--- config.mk ---
export PLATFORM = sky130hd
export DESIGN_NAME = img_frame_rx
export DESIGN_NICKNAME = d
export VERILOG_FILES = /design/src/rtl/img_frame_rx.sv
export SDC_FILE = /design/constraint.sdc
export NUM_CORES = 2
export LEC_CHECK = 0
export CAP_MARGIN = 10
export CORE_UTILIZATION = 31
export DETAILED_ROUTE_END_ITERATION = 16
export PLACE_DENSITY_LB_ADDON = 0.1
export SLEW_MARGIN = 20
export SYNTH_ARGS = -nofsm -noshare
export SYNTH_HDL_FRONTEND = slang
export SYNTH_SLANG_ARGS = --single-unit
--- constraint.sdc ---
create_clock -name clk -period 7.63 [get_ports clk]
set_clock_uncertainty 0.05 [all_clocks]
set_input_delay 1.526 -clock clk [delete_from_list [all_inputs] [get_ports clk]]
set_output_delay 1.526 -clock clk [all_outputs]
set_load 0.05 [all_outputs]
--- src/rtl/img_frame_rx.sv ---
// rtl/img_frame_rx.sv - row-beat image frame receiver with consumer-side hold
//
// Collects ROWS row beats of ROW_W pixels into a shadow buffer. A complete
// frame is copied into frame_out (row 0 in the MSBs). While hold is high a
// finished frame is parked and the source is back-pressured.
// Optional feature: define IMG_RX_PARITY_EN to check even parity per beat and
// drop frames that contain any bad beat.
//
// Ports:
//   clk, rst_n        clock, asynchronous active-low reset
//   s_valid/s_ready   row beat handshake (s_ready is registered, state only)
//   s_data            row pixels, MSB = leftmost pixel
//   s_sof             beat is row 0 of a new frame
//   s_par             even-parity bit over s_data (parity build only)
//   hold              consumer busy; frame_out frozen while high
//   frame_out         last committed frame
//   frame_upd         one-cycle pulse after frame_out changes
//   frame_cnt         committed frame count, wraps
//   err_sync          one-cycle pulse on a framing error
//   err_par           one-cycle pulse when a parity-failed frame is dropped
module img_frame_rx #(
  parameter int ROW_W = 32,
  parameter int ROWS  = 32,
  parameter int CNT_W = 8
) (
  input  logic                   clk,
  input  logic                   rst_n,
  input  logic                   s_valid,
  output logic                   s_ready,
  input  logic [ROW_W-1:0]       s_data,
  input  logic                   s_sof,
  input  logic                   s_par,
  input  logic                   hold,
  output logic [ROW_W*ROWS-1:0]  frame_out,
  output logic                   frame_upd,
  output logic [CNT_W-1:0]       frame_cnt,
  output logic                   err_sync,
  output logic                   err_par
);
  localparam int FW = ROW_W * ROWS;
  localparam int RW = (ROWS > 1) ? $clog2(ROWS) : 1;
  localparam logic [RW-1:0] LAST_ROW = RW'(ROWS - 1);

  typedef enum logic [1:0] {IDLE, FILL, PEND} state_t;

  state_t           r_state;
  logic [RW-1:0]    r_row;
  logic [FW-1:0]    r_shadow;
  logic [FW-1:0]    r_frame;
  logic             r_ready;
  logic             r_upd;
  logic [CNT_W-1:0] r_cnt;
  logic             r_err_sync;

  logic             w_acc;
  logic             w_drop;
  logic [FW-1:0]    w_full;

  assign w_acc  = s_valid && r_ready;
  // Last row lives in the LSBs, so a same-edge commit merges the beat there.
  assign w_full = {r_shadow[FW-1:ROW_W], s_data};

`ifdef IMG_RX_PARITY_EN
  logic r_bad;
  logic r_err_par;
  logic w_par_bad;
  assign w_par_bad = ^{s_data, s_par};
  assign w_drop    = r_bad | w_par_bad;
  assign err_par   = r_err_par;
`else
  logic w_unused_par;
  assign w_unused_par = s_par;
  assign w_drop       = 1'b0;
  assign err_par      = 1'b0;
`endif

  assign s_ready   = r_ready;
  assign frame_out = r_frame;
  assign frame_upd = r_upd;
  assign frame_cnt = r_cnt;
  assign err_sync  = r_err_sync;

  always_ff @(posedge clk or negedge rst_n) begin
    if (!rst_n) begin
      r_state    <= IDLE;
      r_row      <= '0;
      r_shadow   <= '0;
      r_frame    <= '0;
      r_ready    <= 1'b1;
      r_upd      <= 1'b0;
      r_cnt      <= '0;
      r_err_sync <= 1'b0;
`ifdef IMG_RX_PARITY_EN
      r_bad      <= 1'b0;
      r_err_par  <= 1'b0;
`endif
    end else begin
      r_upd      <= 1'b0;
      r_err_sync <= 1'b0;
`ifdef IMG_RX_PARITY_EN
      r_err_par  <= 1'b0;
`endif
      case (r_state)
        IDLE, FILL: begin
          if (w_acc) begin
            if (s_sof) begin
              // Start (or restart) a frame; a restart mid-frame is a sync error.
              r_shadow[FW-1 -: ROW_W] <= s_data;
              r_row      <= RW'(1);
              r_state    <= FILL;
              r_err_sync <= (r_state == FILL);
`ifdef IMG_RX_PARITY_EN
              r_bad      <= w_par_bad;
`endif
            end else if (r_state == IDLE) begin
              r_err_sync <= 1'b1;
            end else begin
              r_shadow[(ROWS - 1 - int'(r_row)) * ROW_W +: ROW_W] <= s_data;
              r_row <= r_row + RW'(1);
`ifdef IMG_RX_PARITY_EN
              r_bad <= r_bad | w_par_bad;
`endif
              if (r_row == LAST_ROW) begin
                r_row <= '0;
                if (w_drop) begin
                  r_state   <= IDLE;
`ifdef IMG_RX_PARITY_EN
                  r_err_par <= 1'b1;
`endif
                end else if (hold) begin
                  r_state <= PEND;
                  r_ready <= 1'b0;
                end else begin
                  r_frame <= w_full;
                  r_cnt   <= r_cnt + CNT_W'(1);
                  r_upd   <= 1'b1;
                  r_state <= IDLE;
                end
              end
            end
          end
        end
        PEND: begin
          if (!hold) begin
            r_frame <= r_shadow;
            r_cnt   <= r_cnt + CNT_W'(1);
            r_upd   <= 1'b1;
            r_state <= IDLE;
            r_ready <= 1'b1;
          end
        end
        default: begin
          r_state <= IDLE;
          r_ready <= 1'b1;
        end
      endcase
    end
  end
endmodule

* Word level (Yosys, flattened, before mapping) *
Index checks and enable logic that the tools add are counted.
W data, S select, Z words.

operators by class
  bitwise logic cells = 2
  add/sub/neg operators = 4
  multiplexer cells = 43
  shifts and indexed selects = 2
  reduce and logical (&&, ||, !) cells = 10
  equal/unequal tests = 13

operators with widths
  operator                      count
  $mux W1024                    7
  $pmux W1024 S2                1
  $bwmux W1024                  1
  $shift A32 B33 Y1024 const A  1
  $shiftx A32 B33 Y1024         1
  $mux W8                       5
  $neg A11 Y33                  1
  $mux W32                      1
  $ne A2 B2 Y1 const B          8
  $pmux W8 S2                   1
  $mux W1                       15
  $mux W5                       3
  $mux W2                       6
  $add A8 B1 Y8 const B         1
  $reduce_and A4 Y1             2
  $reduce_and A7 Y1             1
  $ne A3 B3 Y1 const B          2
  $reduce_and A6 Y1             1
  $sub A5 B5 Y6 const A         1
  $add A5 B1 Y5 const B         1
  $eq A5 B5 Y1 const B          1
  $reduce_and A5 Y1             1
  $pmux W1 S2                   2
  $pmux W2 S2                   1
  other kinds (8)               9

storage, ports and cells
  register bits after elaboration = 2066
  logic and storage cells = 83
  bits of input ports = 38
  output and inout bits = 1036

* Logic depth before layout (Yosys ltp) *
  depth in word-level cells = 7
  mapped depth = 12
  depth with buffers taken out = 7

* Least setup slack after synthesis *
OpenSTA, ideal clock, no wires.

  path kind = input to register
  start point = input port s_sof
  end point = register r_shadow[354]
  buffers on the path = 3
  data arrival time = 3390 ps
  path slack = 4066 ps
  data required time = 7455 ps
  setup time = 125 ps
  cell stages on the path = 7
  cell sequence = clkbuf_1 -> and3b_1 -> clkbuf_1 -> o2111ai_1 -> a2111oi_4 -> buf_4 -> mux2_2

on the way
  word-level cells in the longest chain between the ends = 2

RTL lines
  element                          line  text
  from (decl)                      31    input logic s_sof,
  $not A1 Y1 (no line)             --
  $reduce_and A4 Y1 (no line)      --
  to (signal, indexed assignment)  108   r_shadow[FW-1 -: ROW_W] <= s_data;
  to (signal, indexed assignment)  118   r_shadow[(ROWS - 1 - int'(r_row)) * ROW_W +: ROW_W] <= s_data;
  to (decl)                        48    logic [FW-1:0] r_shadow;

No other way between the ends.
A chain may end at the register's enable or synchronous reset.

* Final worst setup path *
  start point = register r_row[0]
  end point = register r_shadow[291]

on the way
  word-level cells in the longest chain between the ends = 4
  elaborated cells on any way between the ends = 5
  classes of those cells = 2 x add/sub; 2 x shift; 1 x mux

RTL lines
  element                                                               line  text
  from (decl)                                                           47    logic [RW-1:0] r_row;
  from (signal assigned)                                                119   r_row <= r_row + RW'(1);
  $sub A5 B5 Y6 *                                                       118
  $neg A11 Y33 *                                                        118
  $shiftx A32 B33 Y1024 / $shift A32 B33 Y1024 (equally long branches)  118
  $bwmux W1024 *                                                        118

Mark *: on every way between the ends. The rest lies on a longest branch, timed or not.

==> key figures <==
Pwr
  – P_leak: 0.0492 µW
  – Worst IR Drop VDD: 0.000232 V
  – Power Density: 220 mW/mm²

Logic synthesis
  – Dominant cell type by area after synthesis: dfrtp_1
  – Mapped Cells: 5,841
  – Post-synthesis cell type count: 76
  – Mapped Area: 0.0825 mm²
  – Post-Syn Area per Cell: 14.1 µm²
  – #FFs+latches synth: 2,066
  – Yosys top cell area share: 62.7%
  – Top cells by area, synth: dfrtp_1 63%, mux2_2 22%, o21ai_0 2.4%
  – Number of synthesized flops with an enable pin: 0
  – Synth warn: 0
  – Mapped Nets: 5,882
  – Ys async rst share: 100%
  – Seq/Total Area, Yosys: 62.7%
  – Main synth FF type: dfrtp_1

Clock tree
  – CTS tree: done
  – Post CTS Setup Buffer Count: 0
  – Worst-Skew Late Latency: 0.89 ns
  – Hold buffers post-CTS: 0
  – Reg clk slew, reported paths: 0.06 ns
  – CTS sink count: 2,066
  – Clk buf depth: 3
  – H-tree depth: 4
  – Root Buffer: clkbuf_16
  – Cts repair resizes: 0
  – CTS buffer count: 229

Layout
  – Most common cell after layout, fill and taps aside: dfrtp_1
  – Commonest cells after routing, fill and taps aside: 2,065 x dfrtp_1, 1,631 x mux2_2, 1,063 x clkdlybuf4s50_1
  – Ratio of cells with drive above 1 in the final layout: 32.3%
  – Final Cell Area: 0.105 mm²
  – Fillcell total: 24.8k
  – Final net count: 6,790
  – Synth-to-Final Area Change: 27.1%

STA
  – RSZ-0062 raised after global routing: no
  – Setup violators final: 0
  – Final setup TNS: 0 ns
  – Peak Freq: 190 MHz
  – Slew margin rel.: 17.0%
  – Worst slew pin tran: 1.24 ns
  – Fin. Hold Viols: 0
  – Fin crit share: 69.1%
  – Fin. max-slew vios: 0
  – Minimum clock period: 5.27 ns

Detailed routing
  – DRT Pass-1 Iters: 7
  – Routed wire length: 327,000 µm
  – Total number of vias: 53.0k
  – Avg WL per Cell: 31.3 µm
  – DRC errors left: 0
  – Vias per cell: 5.07
  – 1st-iter DRT viols: 3,088
  – DRT antenna net count: 0

Place
  – DP Area: 0.0970 mm²
  – Post-DP HPWL: 210,000 µm
  – PortBufs: 1,071
  – GPL Wtd Cong: 0.793

Setup path
  – Worst path cell trace: ha_1, and3_1, ha_1, and3b_1, nand4_1, a21oi_4, buf_4, mux2_2
  – Slowest CP cell: a21oi_4
  – CP Data Arrival Time: 5.96 ns
  – Slowest stage delay, CP: 0.96 ns
  – CP delay by family, top: adder cells
  – Worst R2R Path Depth: 8
  – Most used cell, CP: ha_1
  – Stages on worst setup path: 8
  – CP Data Required Time: 8.32 ns
  – Buf+Inv Stages, Crit Path: 1
  – Nature of the critical path endpoint: flip-flop
  – Crit Path Class: flip-flop to flip-flop
  – Startpoint types: flip-flop
  – Crit path max fanout: 25

Global routing
  – GR Overflow Total: 0
  – Vias in the first global route: 54.8k
  – Initial antenna violation count: 45
  – Largest net degree at the start of global routing: 180
  – First-pass GRT wire length: 456,000 µm
  – Total Routing Usage GR: 24.0%

Min path
  – Hold Crit Class: flip-flop to flip-flop
  – Hold path depth: 1

Floorplan
  – Chip height: 518 µm
  – Initial Util: 31.3%
  – Ports: 1,074
  – Die ar.: 0.268 mm²
  – Die X: 518 µm
  – Core area: 0.263 mm²
  – Placement Rows: 188

Status
  – Status: finished, final reports clean

Run
  – Number of max-cap violations: 0
-- kinds of logic (layout without fill, tap and decap cells) --
kind of cell,Yosys count,after routing,share of synthesized area (%)
other,1,15,0.00455
AO/OA/AOI/OAI,925,925,7.22
buffers and inverters,630,1729,3.24
adder cells (fa/ha/maj),3,3,0.0455
AND/OR/NAND/NOR,456,456,2.85
XOR/XNOR,9,9,0.0956
flip-flops,2066,2066,62.7
multiplexers,1751,1751,23.8
-- sequential cells by signal, summed over array words and instances, names as in the netlist --
signal	count
r_shadow	1024
r_state	2
s_ready	1
frame_upd	1
frame_cnt	8
err_sync	1
r_row	5
frame_out	1024
-- per-layer routing --
layer  vias to the layer above  global-route usage, %  routed length [µm]
met5                         -                      0                   0
met4                         0                   6.94                9950
met3                       350                   8.04               25600
met2                      1446                   38.1              152000
met1                     28527                   31.0              140000
li1                      22717                      -                   -
-- power by group --
part | total (µW) | internal, µW | switching [µW]
registers | 11000 | 11000 | 25.9
clock network | 11300 | 6540 | 4760
logic | 765 | 99.2 | 666
total | 23100 | 17600 | 5450
-- per-stage QoR --
stage | utilization [%] | power (µW) | setup WS [ns] | hold slack, ns | cells
2_1_floorplan | - | 11400 | 4.07 | 0.402 | 5841
3_3_place_gp | 36.8 | 12000 | 2.25 | 0.407 | 10029
3_5_place_dp | 36.8 | 12000 | 2.23 | 0.410 | 10031
4_1_cts | 39.8 | 23400 | 2.31 | 0.419 | 10453
5_1_grt | 39.8 | 23900 | 2.07 | 0.431 | 10459
6_report | 39.8 | 23100 | 2.36 | 0.415 | 10469
-- layout make-up --
class	count	area (µm²)	share of cell area, %
repair buffers	1205	12000	11.4
well taps	3515	4400	4.20
diodes	14	35.0	0.0334
flip-flops and latches	2066	51700	49.3
clock inverters	60	716	0.683
clock buffers	362	7020	6.70
inverters	102	385	0.368
multi-input cells	3145	28600	27.3
-- worst reg2reg max path: cells and delay by family (launching register included) --
| kind | cells | cell delay [ns] |
|---|---|---|
| AOI/OAI and AO/OA | 1 | 0.96 |
| and+or+nand+nor | 3 | 1.18 |
| DFF | 1 | 0.86 |
| muxes | 1 | 0.38 |
| adders and majority gates | 2 | 1.26 |
| buffers and inverters | 1 | 0.48 |
-- cell usage after synthesis, drive strengths merged (2+ instances only) --
master / n
a2111oi: 11
a211oi: 198
a21oi: 109
a22o: 66
a22oi: 2
a31oi: 3
and2: 31
and3: 15
and3b: 4
buf: 206
clkbuf: 322
dfrtp: 2065
ha: 3
inv: 102
mux2: 1669
mux2i: 82
nand2: 42
nand2b: 5
nand3: 40
nand3b: 2
nand4: 8
nor2: 110
nor2b: 8
nor3: 160
nor3b: 2
nor4: 11
nor4b: 2
o2111ai: 3
o211ai: 57
o21ai: 391
o21bai: 6
o2bb2ai: 26
o32ai: 32
o41ai: 12
or2: 3
or3: 3
or3b: 3
or4: 2
xnor2: 2
xor2: 7
-- worst paths after layout --
path | end | start | slack, ns
hold / removal | frame_cnt[7] | frame_cnt[7] | 0.42
min in group asynchronous | frame_out[909] | rst_n | 0.58
hold reg to reg | frame_cnt[7] | frame_cnt[7] | 0.42
setup / recovery | r_shadow[291] | r_row[0] | 2.36
setup reg to reg | r_shadow[291] | r_row[0] | 2.36
max in group asynchronous | r_shadow[476] | rst_n | 4.96
Note: power is estimated with default switching activity, not from simulation.
